<file path="src/rtl/pattern_sequencer.sv">
// pattern_sequencer: frame-synchronous selector for the test-pattern index.
// Raw buttons are synchronized and debounced once per frame. The index steps
// with wrap-around and is only committed in the cycles right after the VBlank
// rise, so a pattern never switches mid-frame.
// Optional auto-cycle mode is compiled in by defining PATSEQ_AUTOCYCLE_EN.
module pattern_sequencer #(
  parameter int NUM_PATTERNS    = 6,
  parameter int DEBOUNCE_FRAMES = 2,
  parameter int AUTO_FRAMES     = 300
) (
  input  logic       clk,
  input  logic       reset,
  input  logic       vblank,
  input  logic       btn_next,
  input  logic       btn_prev,
  input  logic       btn_auto,
  output logic [3:0] pattern_sel,
  output logic       pattern_load,
  output logic       frame_tick,
  output logic       auto_active
);

`ifdef PATSEQ_AUTOCYCLE_EN
  localparam int NUM_BTN = 3;
`else
  localparam int NUM_BTN = 2;
`endif
  localparam logic [3:0] LAST_IDX  = 4'(NUM_PATTERNS - 1);
  localparam logic [3:0] DEB_LIMIT = 4'(DEBOUNCE_FRAMES);

  typedef enum logic [1:0] {ST_IDLE, ST_EVAL, ST_LOAD} state_t;

  logic [NUM_BTN-1:0] w_btn_raw;
  logic [NUM_BTN-1:0] w_press;   // press event registered in the tick cycle, held for EVAL
  logic [NUM_BTN-1:0] w_rise;    // press event being detected in the tick cycle itself
  logic               w_auto_step;

  logic r_vb_meta, r_vb_sync, r_vb_prev, r_frame_tick;
  logic [3:0] r_pattern_sel;
  state_t r_state, w_state_next;
  logic w_change;
  logic [3:0] w_new_idx;

`ifdef PATSEQ_AUTOCYCLE_EN
  assign w_btn_raw = {btn_auto, btn_prev, btn_next};
`else
  // Auto button has no function in this build.
  logic w_btn_auto_unused;
  assign w_btn_auto_unused = btn_auto;
  localparam int auto_frames_unused = AUTO_FRAMES;
  assign w_btn_raw = {btn_prev, btn_next};
`endif

  // VBlank synchronizer and rising-edge detector producing the frame tick
  always_ff @(posedge clk) begin
    if (reset) begin
      r_vb_meta    <= 1'b0;
      r_vb_sync    <= 1'b0;
      r_vb_prev    <= 1'b0;
      r_frame_tick <= 1'b0;
    end else begin
      r_vb_meta    <= vblank;
      r_vb_sync    <= r_vb_meta;
      r_vb_prev    <= r_vb_sync;
      r_frame_tick <= r_vb_sync & ~r_vb_prev;
    end
  end

  genvar gi;
  generate
    for (gi = 0; gi < NUM_BTN; gi++) begin : g_btn
      logic       r_meta, r_sync, r_stable, r_press;
      logic [3:0] r_cnt;
      logic       w_differs, w_accept;

      assign w_differs = r_sync ^ r_stable;
      // The level change is accepted once enough consecutive frames disagree.
      assign w_accept  = w_differs && ((r_cnt + 4'd1) == DEB_LIMIT);

      // Two-flop synchronizer for the raw button
      always_ff @(posedge clk) begin
        if (reset) begin
          r_meta <= 1'b0;
          r_sync <= 1'b0;
        end else begin
          r_meta <= w_btn_raw[gi];
          r_sync <= r_meta;
        end
      end

      // Per-frame debounce; a press is a stable 0->1 transition only
      always_ff @(posedge clk) begin
        if (reset) begin
          r_stable <= 1'b0;
          r_cnt    <= 4'd0;
          r_press  <= 1'b0;
        end else if (r_frame_tick) begin
          r_press <= w_accept & r_sync;
          if (w_accept) begin
            r_stable <= r_sync;
            r_cnt    <= 4'd0;
          end else if (w_differs) begin
            r_cnt <= r_cnt + 4'd1;
          end else begin
            r_cnt <= 4'd0;
          end
        end
      end

      assign w_press[gi] = r_press;
      assign w_rise[gi]  = r_frame_tick & w_accept & r_sync;
    end
  endgenerate

`ifdef PATSEQ_AUTOCYCLE_EN
  localparam logic [9:0] AUTO_LAST = 10'(AUTO_FRAMES - 1);
  logic [9:0] r_auto_cnt;
  logic       r_auto_on, r_auto_step;
  logic       w_manual;

  assign w_manual = w_rise[0] | w_rise[1];

  // Auto-cycle mode toggle and frame counter; the step flag is held for EVAL
  always_ff @(posedge clk) begin
    if (reset) begin
      r_auto_on   <= 1'b0;
      r_auto_cnt  <= 10'd0;
      r_auto_step <= 1'b0;
    end else if (r_frame_tick) begin
      r_auto_step <= 1'b0;
      if (w_rise[2]) begin
        r_auto_on  <= ~r_auto_on;
        r_auto_cnt <= 10'd0;
      end else if (r_auto_on) begin
        r_auto_step <= (r_auto_cnt == AUTO_LAST);
        r_auto_cnt  <= ((r_auto_cnt == AUTO_LAST) || w_manual) ? 10'd0 : r_auto_cnt + 10'd1;
      end else if (w_manual) begin
        r_auto_cnt <= 10'd0;
      end
    end
  end

  assign w_auto_step = r_auto_step;
  assign auto_active = r_auto_on;
`else
  assign w_auto_step = 1'b0;
  assign auto_active = 1'b0;
`endif

  // FSM state register
  always_ff @(posedge clk) begin
    if (reset) r_state <= ST_IDLE;
    else       r_state <= w_state_next;
  end

  // FSM next state and the index decision made in EVAL
  always_comb begin
    w_state_next = r_state;
    w_change     = 1'b0;
    w_new_idx    = r_pattern_sel;
    if (w_press[0] && w_press[1]) begin
      // Simultaneous next and prev cancel, including any auto step.
      w_change = 1'b0;
    end else if (w_press[1]) begin
      w_change  = 1'b1;
      w_new_idx = (r_pattern_sel == 4'd0) ? LAST_IDX : r_pattern_sel - 4'd1;
    end else if (w_press[0] || w_auto_step) begin
      w_change  = 1'b1;
      w_new_idx = (r_pattern_sel == LAST_IDX) ? 4'd0 : r_pattern_sel + 4'd1;
    end
    case (r_state)
      ST_IDLE: if (r_frame_tick) w_state_next = ST_EVAL;
      ST_EVAL: w_state_next = w_change ? ST_LOAD : ST_IDLE;
      ST_LOAD: w_state_next = ST_IDLE;
      default: w_state_next = ST_IDLE;
    endcase
  end

  // Pattern index is committed only on the EVAL->LOAD transition
  always_ff @(posedge clk) begin
    if (reset)                              r_pattern_sel <= 4'd0;
    else if (r_state == ST_EVAL && w_change) r_pattern_sel <= w_new_idx;
  end

  assign pattern_sel  = r_pattern_sel;
  assign pattern_load = (r_state == ST_LOAD);
  assign frame_tick   = r_frame_tick;

endmodule

</file>
<file path="config.mk">
export PLATFORM = sky130hd
export DESIGN_NAME = pattern_sequencer
export DESIGN_NICKNAME = d
export VERILOG_FILES = /design/src/rtl/pattern_sequencer.sv
export SDC_FILE = /design/constraint.sdc
export NUM_CORES = 1
export LEC_CHECK = 0
export CAP_MARGIN = 20
export CORE_MARGIN = 2
export CORE_UTILIZATION = 40
export CTS_CLUSTER_SIZE = 25
export DETAILED_ROUTE_END_ITERATION = 10
export PLACE_DENSITY = 0.69
export SKIP_CTS_REPAIR_TIMING = 1
export SLEW_MARGIN = 15
export SYNTH_ARGS = -nofsm -noshare
export SYNTH_HDL_FRONTEND = slang
export SYNTH_SLANG_ARGS = --single-unit
</file>
<file path="constraint.sdc">
create_clock -name clk -period 1.8 [get_ports clk]
set_clock_uncertainty 0.2 [all_clocks]
set_input_delay 0.45 -clock clk [delete_from_list [all_inputs] [get_ports clk]]
set_output_delay 0.45 -clock clk [all_outputs]
set_load 0.03 [all_outputs]
</file>
---- After elaboration in Yosys (flattened, before gate mapping) ----
Index checks and enable logic that the tools add are counted.
operators by class
  $add $sub $neg .......................... 4
  equal/unequal tests ..................... 6
  mux-type cells .......................... 14
  bitwise gates (word level) .............. 7
  reductions and logical operators ........ 10
operator list
  kind                 count
  $mux 4               8
  $add 4x1->4 const B  3
  $eq 4x2->1 const B   2
  $eq 4x3->1 const B   1
  $logic_and 1x1->1    4
  $logic_not 4->1      1
  $mux 2               2
  $pmux 2 s2           1
  $reduce_and 2->1     2
  $sub 4x1->4 const B  1
  $and 1x1->1          3
  $mux 1               3
  $reduce_and 3->1     1
  $eq 2x1->1 const B   1
  $eq 2x2->1 const B   1
  $logic_not 2->1      1
  $ne 2x2->1 const B   1
  $not 1->1            2
  $reduce_bool 2->1    1
  $xor 1x1->1          2
storage, ports and cells
  flip-flop bits (word level) ............. 26
  bits of input ports ..................... 6
  output and inout bits ................... 7
  logic and storage cells ................. 57

---- Longest topological paths before layout ----
Gate-level depths: netlist (run 1).
  word-level depth ........................ 5
  mapped depth ............................ 6
  mapped depth without buffers ............ 6

---- Least setup slack after synthesis (run 1) ----
No wires, ideal clock.
  kind .................................... register to register
  start ................................... reg r_frame_tick (netlist: frame_tick)
  end ..................................... reg g_btn[1].r_cnt[3]
  library setup time ...................... 0.128 ns
  data arrival time ....................... 1.263 ns
  required time ........................... 1.472 ns
  path slack .............................. 0.209 ns
  cell stages (with the launch flop) ...... 6
  path buffers ............................ 2
  clock period less this slack ............ 1.591 ns
  cells stage by stage .................... dfxtp_1 clkbuf_1 buf_2 o21ai_0 a21oi_1 nor2_1
RTL lines
  element                   RTL line  RTL
  start: declaration        38        logic r_vb_meta, r_vb_sync, r_vb_prev, r_frame_tick;
  start signal: assignment  65        r_frame_tick <= r_vb_sync & ~r_vb_prev;
  end signal: assignment    103       r_cnt <= r_cnt + 4'd1;
  end: declaration          73        logic [3:0] r_cnt;

---- Final worst setup path (run 1) ----
  start ................................... reg r_pattern_sel[3] (netlist: pattern_sel[3])
  end ..................................... out pattern_sel[3]
RTL lines
  element                   RTL line  RTL
  start: declaration        39        logic [3:0] r_pattern_sel;
  start signal: assignment  182       else if (r_state == ST_EVAL && w_change) r_pattern_sel <= w_new_idx;
  end: declaration          17        output logic [3:0] pattern_sel,
No word-level cell between the ends.

==> flow_summary.toml, run 1 <==
[floorplan]
die-area_mm2 = 0.00369
fp.dieW_um = 60.7
start_util = 0.421
design.portCount = 13
core_region_area_mm2 = 0.00305
chipHeight_um = 60.7
std_cell_rows = 20

[final_layout]
final_layout_size_suffix_gt1_frac = 0.143
multi_input_logic_area_um2 = 706
antenna_fix_cells = 0
layout.area.seq_um2 = 522
post-route-util = 0.508
final.fill_count = 305
syn2layout_area_growth_pct = 20.6
nNetsFinal = 172

[worst_setup_path]
worstPathRequired_ns = 1.15
critical_path.endpoint_type = "output port"
timing.critical_path.slowest_cell_delay_ns = 0.44
crit_path_max_fanout = 6
timing.critical_path.slowest_stage_cell = "dfxtp_1"
critPathBufInv = 1
critical_path.top_delay_family = "flip-flops"
ordered_cell_list_for_the_critical_path = "dlymetal6s2s_1"
worst-endpoint-arrival_ns = 1.08
timing.setup.critical_path_class = "reg -> out"
setup.worst_path.start_class = "register"

[placed_design]
preCtsSetupSlack_ns = -0.0614
post-dp-hpwl_um = 1790
port-buffer-count = 10
gp_congestion = 0.731

[synth]
synthesized_area_per_cell_um2 = 9.06
ys_seq_area_frac = 0.405
synth.net_count = 152
most_frequent_cell_after_synthesis = "dfxtp_1"
synth_top_cells_by_area = "dfxtp_1 40%, nor2b_1 4.9%, ha_1 3.9%, a21oi_1 3.5%, o21ai_0 3.5%"
ys_warn_count = 0
ys_async_sr_fraction = 0
ys_ff_latch = 26
number_of_synthesized_flops_with_an_enable_pin = 0
synth.cell_area_mm2 = 0.00129
gate_count_after_technology_mapping = 142
netlist.area_leader.share = 0.405
postSynth.topFlopCell = "dfxtp_1"
synth_cell_types = 40
yosys-top-cells-count = "26 x dfxtp_1, 12 x nor2_1, 10 x nor2b_1, 9 x a21oi_1, 9 x o21ai_0"
synth.largest_area_cell = "dfxtp_1"

[sta]
final_max_slew_viol_count = 0
fin_crit_ns = 1.73
max_freq_mhz = 577
post-route-period-util = 0.962
rsz_0062_raised_after_global_routing = "false"
timing_hold_violations_final = 0
setup_viol_count_final = 0
timing.max_slew.rel_slack = 0.667
worst-slew-pin-transition_ns = 0.496
final.setup.worst_slack_ns = 0.0675

[global_routing]
grt_antenna_before_repair = 0
grt_remaining_overflow = 0
first_global_vias = 1039
track_usage = 0.155
grt_max_degree = 16
wire_length_of_the_first_global_routing_pass_um = 4270

[route]
drt-total-wl_um = 2470
route.detailed.drc = 0
vias_post_dr = 1059
wl_per_cell_um = 12.0
drt-vias-per-instance = 5.17
drt_first_pass_iters = 4
antenna_left = 0
drt_iter0_drc = 22

[clock_tree]
cts_tree = "built"
clock_path_buffers = 2
clkLatencyLatePin_ns = 0.33
cts.root.buffer_cell = "clkbuf_4"
numClockSinks = 26
clkTransAtPathRegs_ns = 0.14
cts_buffers = 3
number_of_h_tree_branching_levels = 1

[pwr]
power.density_mw_per_mm2 = 673
cellLeakagePower_nw = 0.612
worst_ir_drop_vdd_mv = 0.457

[hold_path]
hp-class = "reg -> reg"

[outcome]
outcome = "completed"

[flow_run]
maxCapViolations = 0
==> cell families after synthesis <==
family                   after synthesis  synth area share
multiplexers                           3            0.0233
flip-flops                            26             0.405
XOR/XNOR                               5            0.0399
AND/OR/NAND/NOR                       58             0.288
AO/OA/AOI/OAI                         31             0.152
other                                  1           0.00292
adder cells (fa/ha/maj)                4            0.0389
buffers and inverters                 14            0.0506
==> area by class of cell <==
type	instances	area share
multi-input cells	102	0.455
clock buffers	3	0.0145
clock inverters	1	0.0194
inverters	7	0.0169
well taps	44	0.0355
flip-flops and latches	26	0.336
repair buffers	22	0.123
==> registers in the layout (all words and copies together) (netlist names) <==
register and flops:
g_btn.r_stable 2, g_btn.r_sync 2, g_btn.r_cnt 8, r_state 2, g_btn.r_meta 2, pattern_sel 4
r_vb_sync 1, r_vb_meta 1, r_vb_prev 1, g_btn.r_press 2, frame_tick 1
==> where the power goes <==
part / switching (W) / internal (W) / leakage (nW) / total, W
clock network: 0.000178 / 0.000225 / 0.0279 / 0.000403
registers: 0.00000335 / 0.000584 / 0.211 / 0.000587
logic: 0.0000260 / 0.0000279 / 0.372 / 0.0000539
total: 0.000207 / 0.000837 / 0.612 / 0.00104
==> metal layers <==
metal	global-route usage	routed length, µm
met1	0.188	1160
met5	0	0
met4	0.0776	52
met3	0.0256	57
met2	0.266	1200
==> placed cells by master (no fill, tap or decap), drive strengths merged, types with 2 or more instances in the layout <==
cell type	Yosys	final
clkdlybuf4s50	0	4
or3b	2	2
dlymetal6s2s	0	3
nor2	12	12
nor4b	3	3
nand2b	5	5
nand2	6	6
inv	7	7
xnor2	4	4
clkbuf	4	3
nor3b	2	2
o21ai	11	11
o32ai	3	3
or4b	2	2
nor2b	10	10
nand3b	4	4
buf	3	15
nand3	2	2
ha	4	4
dfxtp	26	26
and3	2	2
and2	2	2
nor4bb	4	4
a21oi	9	9
mux2i	3	3
==> through the flow <==
| stage | TNS (ns) | area, µm² | power (W) | std cells | hold WS, ns |
|---|---|---|---|---|---|
| 3_5_place_dp | -0.301 | 1490 | 0.000654 | 201 | 0.177 |
| 5_1_grt | 0 | 1550 | 0.00109 | 205 | 0.207 |
| 2_1_floorplan | 0 | 1290 | 0.000629 | 142 | 0.167 |
| 3_3_place_gp | -0.0996 | 1490 | 0.000651 | 201 | 0.171 |
| 4_1_cts | -0.773 | 1540 | 0.00106 | 205 | 0.197 |
| 6_report | 0 | 1550 | 0.00104 | 205 | 0.192 |
==> final timing paths <==
check	slack, ns	from	cells after the start	endpoint
min reg2reg	0.19	r_vb_prev$_SDFF_PP0_	1	frame_tick$_SDFF_PP0_
min	0.19	r_vb_prev$_SDFF_PP0_	1	frame_tick$_SDFF_PP0_
max reg2reg	0.11	g_btn[0].r_cnt[0]$_SDFFE_PP0P_	4	g_btn[0].r_cnt[1]$_SDFFE_PP0P_
max	0.07	pattern_sel[3]$_SDFFE_PP0P_	1	pattern_sel[3]
No activity file was read; power rests on OpenSTA's default activity.
==> run 2, diff against run 1 <==
CAP_MARGIN = 15   (was 20)
SKIP_LAST_GASP = 1   (was default)
==> results of run 2 <==
Same layout as run 1: the final DEF is identical, and so are final timing and power.
==> run 3, diff against run 2 <==
--- a/config.mk
+++ b/config.mk
@@ -12,5 +12,4 @@
 export DETAILED_ROUTE_END_ITERATION = 10
 export PLACE_DENSITY = 0.69
-export SKIP_CTS_REPAIR_TIMING = 1
 export SKIP_LAST_GASP = 1
 export SLEW_MARGIN = 15
==> constraint.sdc (replaced) <==
create_clock -name clk -period 1.8 [get_ports clk]
set_clock_uncertainty 0.2 [all_clocks]
set_input_delay 0.36 -clock clk [delete_from_list [all_inputs] [get_ports clk]]
set_output_delay 0.36 -clock clk [all_outputs]
set_load 0.03 [all_outputs]
==> flow_summary.toml, run 3 (synthesis results as in run 1) <==
[outcome]
outcome = "completed"

[global_routing]
grt_remaining_overflow = 0
track_usage = 0.150
grt_max_degree = 25
grt_antenna_before_repair = 0
first_global_vias = 984
wire_length_of_the_first_global_routing_pass_um = 4140

[flow_run]
maxCapViolations = 0

[route]
drt_first_pass_iters = 4
route.detailed.drc = 0
antenna_left = 0
drt-total-wl_um = 2370
drt_iter0_drc = 34
wl_per_cell_um = 11.6
vias_post_dr = 1060
drt-vias-per-instance = 5.17

[final_layout]
antenna_fix_cells = 0
final_cell_mix = "24 x dfxtp_1, 13 x buf_4, 12 x nor2_1"
multi_input_logic_area_um2 = 713
final_cell_count_no_fill = 205
nNetsFinal = 172
syn2layout_area_growth_pct = 20.5
final.fill_count = 308
post-route-cell-area_mm2 = 0.00155
number_of_flip_flops_in_the_largest_register = 8
layout.area.seq_um2 = 526
layout_commonest_cell = "dfxtp_1"
final_layout_size_suffix_gt1_frac = 0.149
regMostFlops = "g_btn.r_cnt"

[clock_tree]
cts.root.buffer_cell = "clkbuf_4"
clkLatencyLatePin_ns = 0.32
clkTransAtPathRegs_ns = 0.14
cts.hold.buffers_added = 0
postCtsSetupRepairBufs = 0
clock_path_buffers = 2
cts_buffers = 3
cts_tree = "built"
number_of_h_tree_branching_levels = 1
numClockSinks = 26

[placed_design]
post-dp-hpwl_um = 1710
gp_congestion = 0.724
placed_cells = 201
port-buffer-count = 10
detailed_place.area_mm2 = 0.00149

[pwr]
power.density_mw_per_mm2 = 666
worst_ir_drop_vdd_mv = 0.529
cellLeakagePower_nw = 0.575

[floorplan]
core_region_area_mm2 = 0.00305
fp.dieW_um = 60.7
die-area_mm2 = 0.00369
start_util = 0.421
std_cell_rows = 20
design.portCount = 13
chipHeight_um = 60.7

[sta]
max_freq_mhz = 581
final_max_slew_viol_count = 0
rsz_0062_raised_after_global_routing = "true"
setup_viol_count_final = 0
post-route-period-util = 0.956
timing_hold_violations_final = 0
fin_crit_ns = 1.72
hold_slack_ns = 0.197

[hold_path]
hp-class = "reg -> reg"

[worst_setup_path]
timing.critical_path.slowest_cell_delay_ns = 0.42
worst-endpoint-arrival_ns = 1.16
critical_path.endpoint_type = "output port"
crit_path_max_fanout = 6
timing.critical_path.slowest_stage_cell = "dfxtp_1"
critical_path.top_delay_family = "flip-flops"
setup.worst_path.start_class = "register"
ordered_cell_list_for_the_critical_path = "dlygate4sd2_1"
critPathBufInv = 1
timing.setup.critical_path_class = "reg -> out"
worstPathRequired_ns = 1.24
## run 3: layer usage
metal,vias to the layer above,GRT usage,share of wire
met1,498,0.194,0.47
met4,0,0.0994,0.019
li1,536,-,-
met3,5,0.0384,0.034
met5,-,0,0
met2,21,0.221,0.48
## run 3: worst paths after layout
kind,start,end,slack (ns),cells past startpoint
max,pattern_sel[3]$_SDFFE_PP0P_,pattern_sel[3],0.08,1
min reg2reg,r_vb_prev$_SDFF_PP0_,frame_tick$_SDFF_PP0_,0.20,1
min,r_vb_prev$_SDFF_PP0_,frame_tick$_SDFF_PP0_,0.20,1
max reg2reg,g_btn[0].r_cnt[0]$_SDFFE_PP0P_,g_btn[0].r_press$_SDFFE_PP0P_,0.13,6
## run 3: through the flow
| stage | setup TNS, ns | utilization | worst slack [ns] | power, W |
|---|---|---|---|---|
| after CTS | -0.00817 | 0.503 | -0.00817 | 0.00105 |
| final | 0 | 0.508 | 0.0786 | 0.00103 |
| after floorplan | 0 | - | 0.209 | 0.000629 |
| after detailed placement | 0 | 0.488 | 0.00514 | 0.000651 |
| after global routing | 0 | 0.508 | 0.000978 | 0.00107 |
| after global placement | 0 | 0.488 | 0.0343 | 0.000649 |
## run 3: cell type report
type	instances	area share
clock buffer	3	0.0145
clock inverter	1	0.0194
inverter	7	0.0169
multi-input combinational	102	0.460
sequential	26	0.339
tap	44	0.0355
timing repair buffer	22	0.115
## run 3: timing repair
action / in CTS / in global routing
pin swaps: 0 / 0
endpoints found under the setup margin: 5 / 6
gates resized for setup: 5 / 7
hold endpoints to repair: 0 / 0
## run 3: power breakdown
group / total (W) / switching (W) / internal (W)
Combinational: 0.0000507 / 0.0000250 / 0.0000257
Clock: 0.000397 / 0.000171 / 0.000225
Sequential: 0.000585 / 0.00000319 / 0.000582
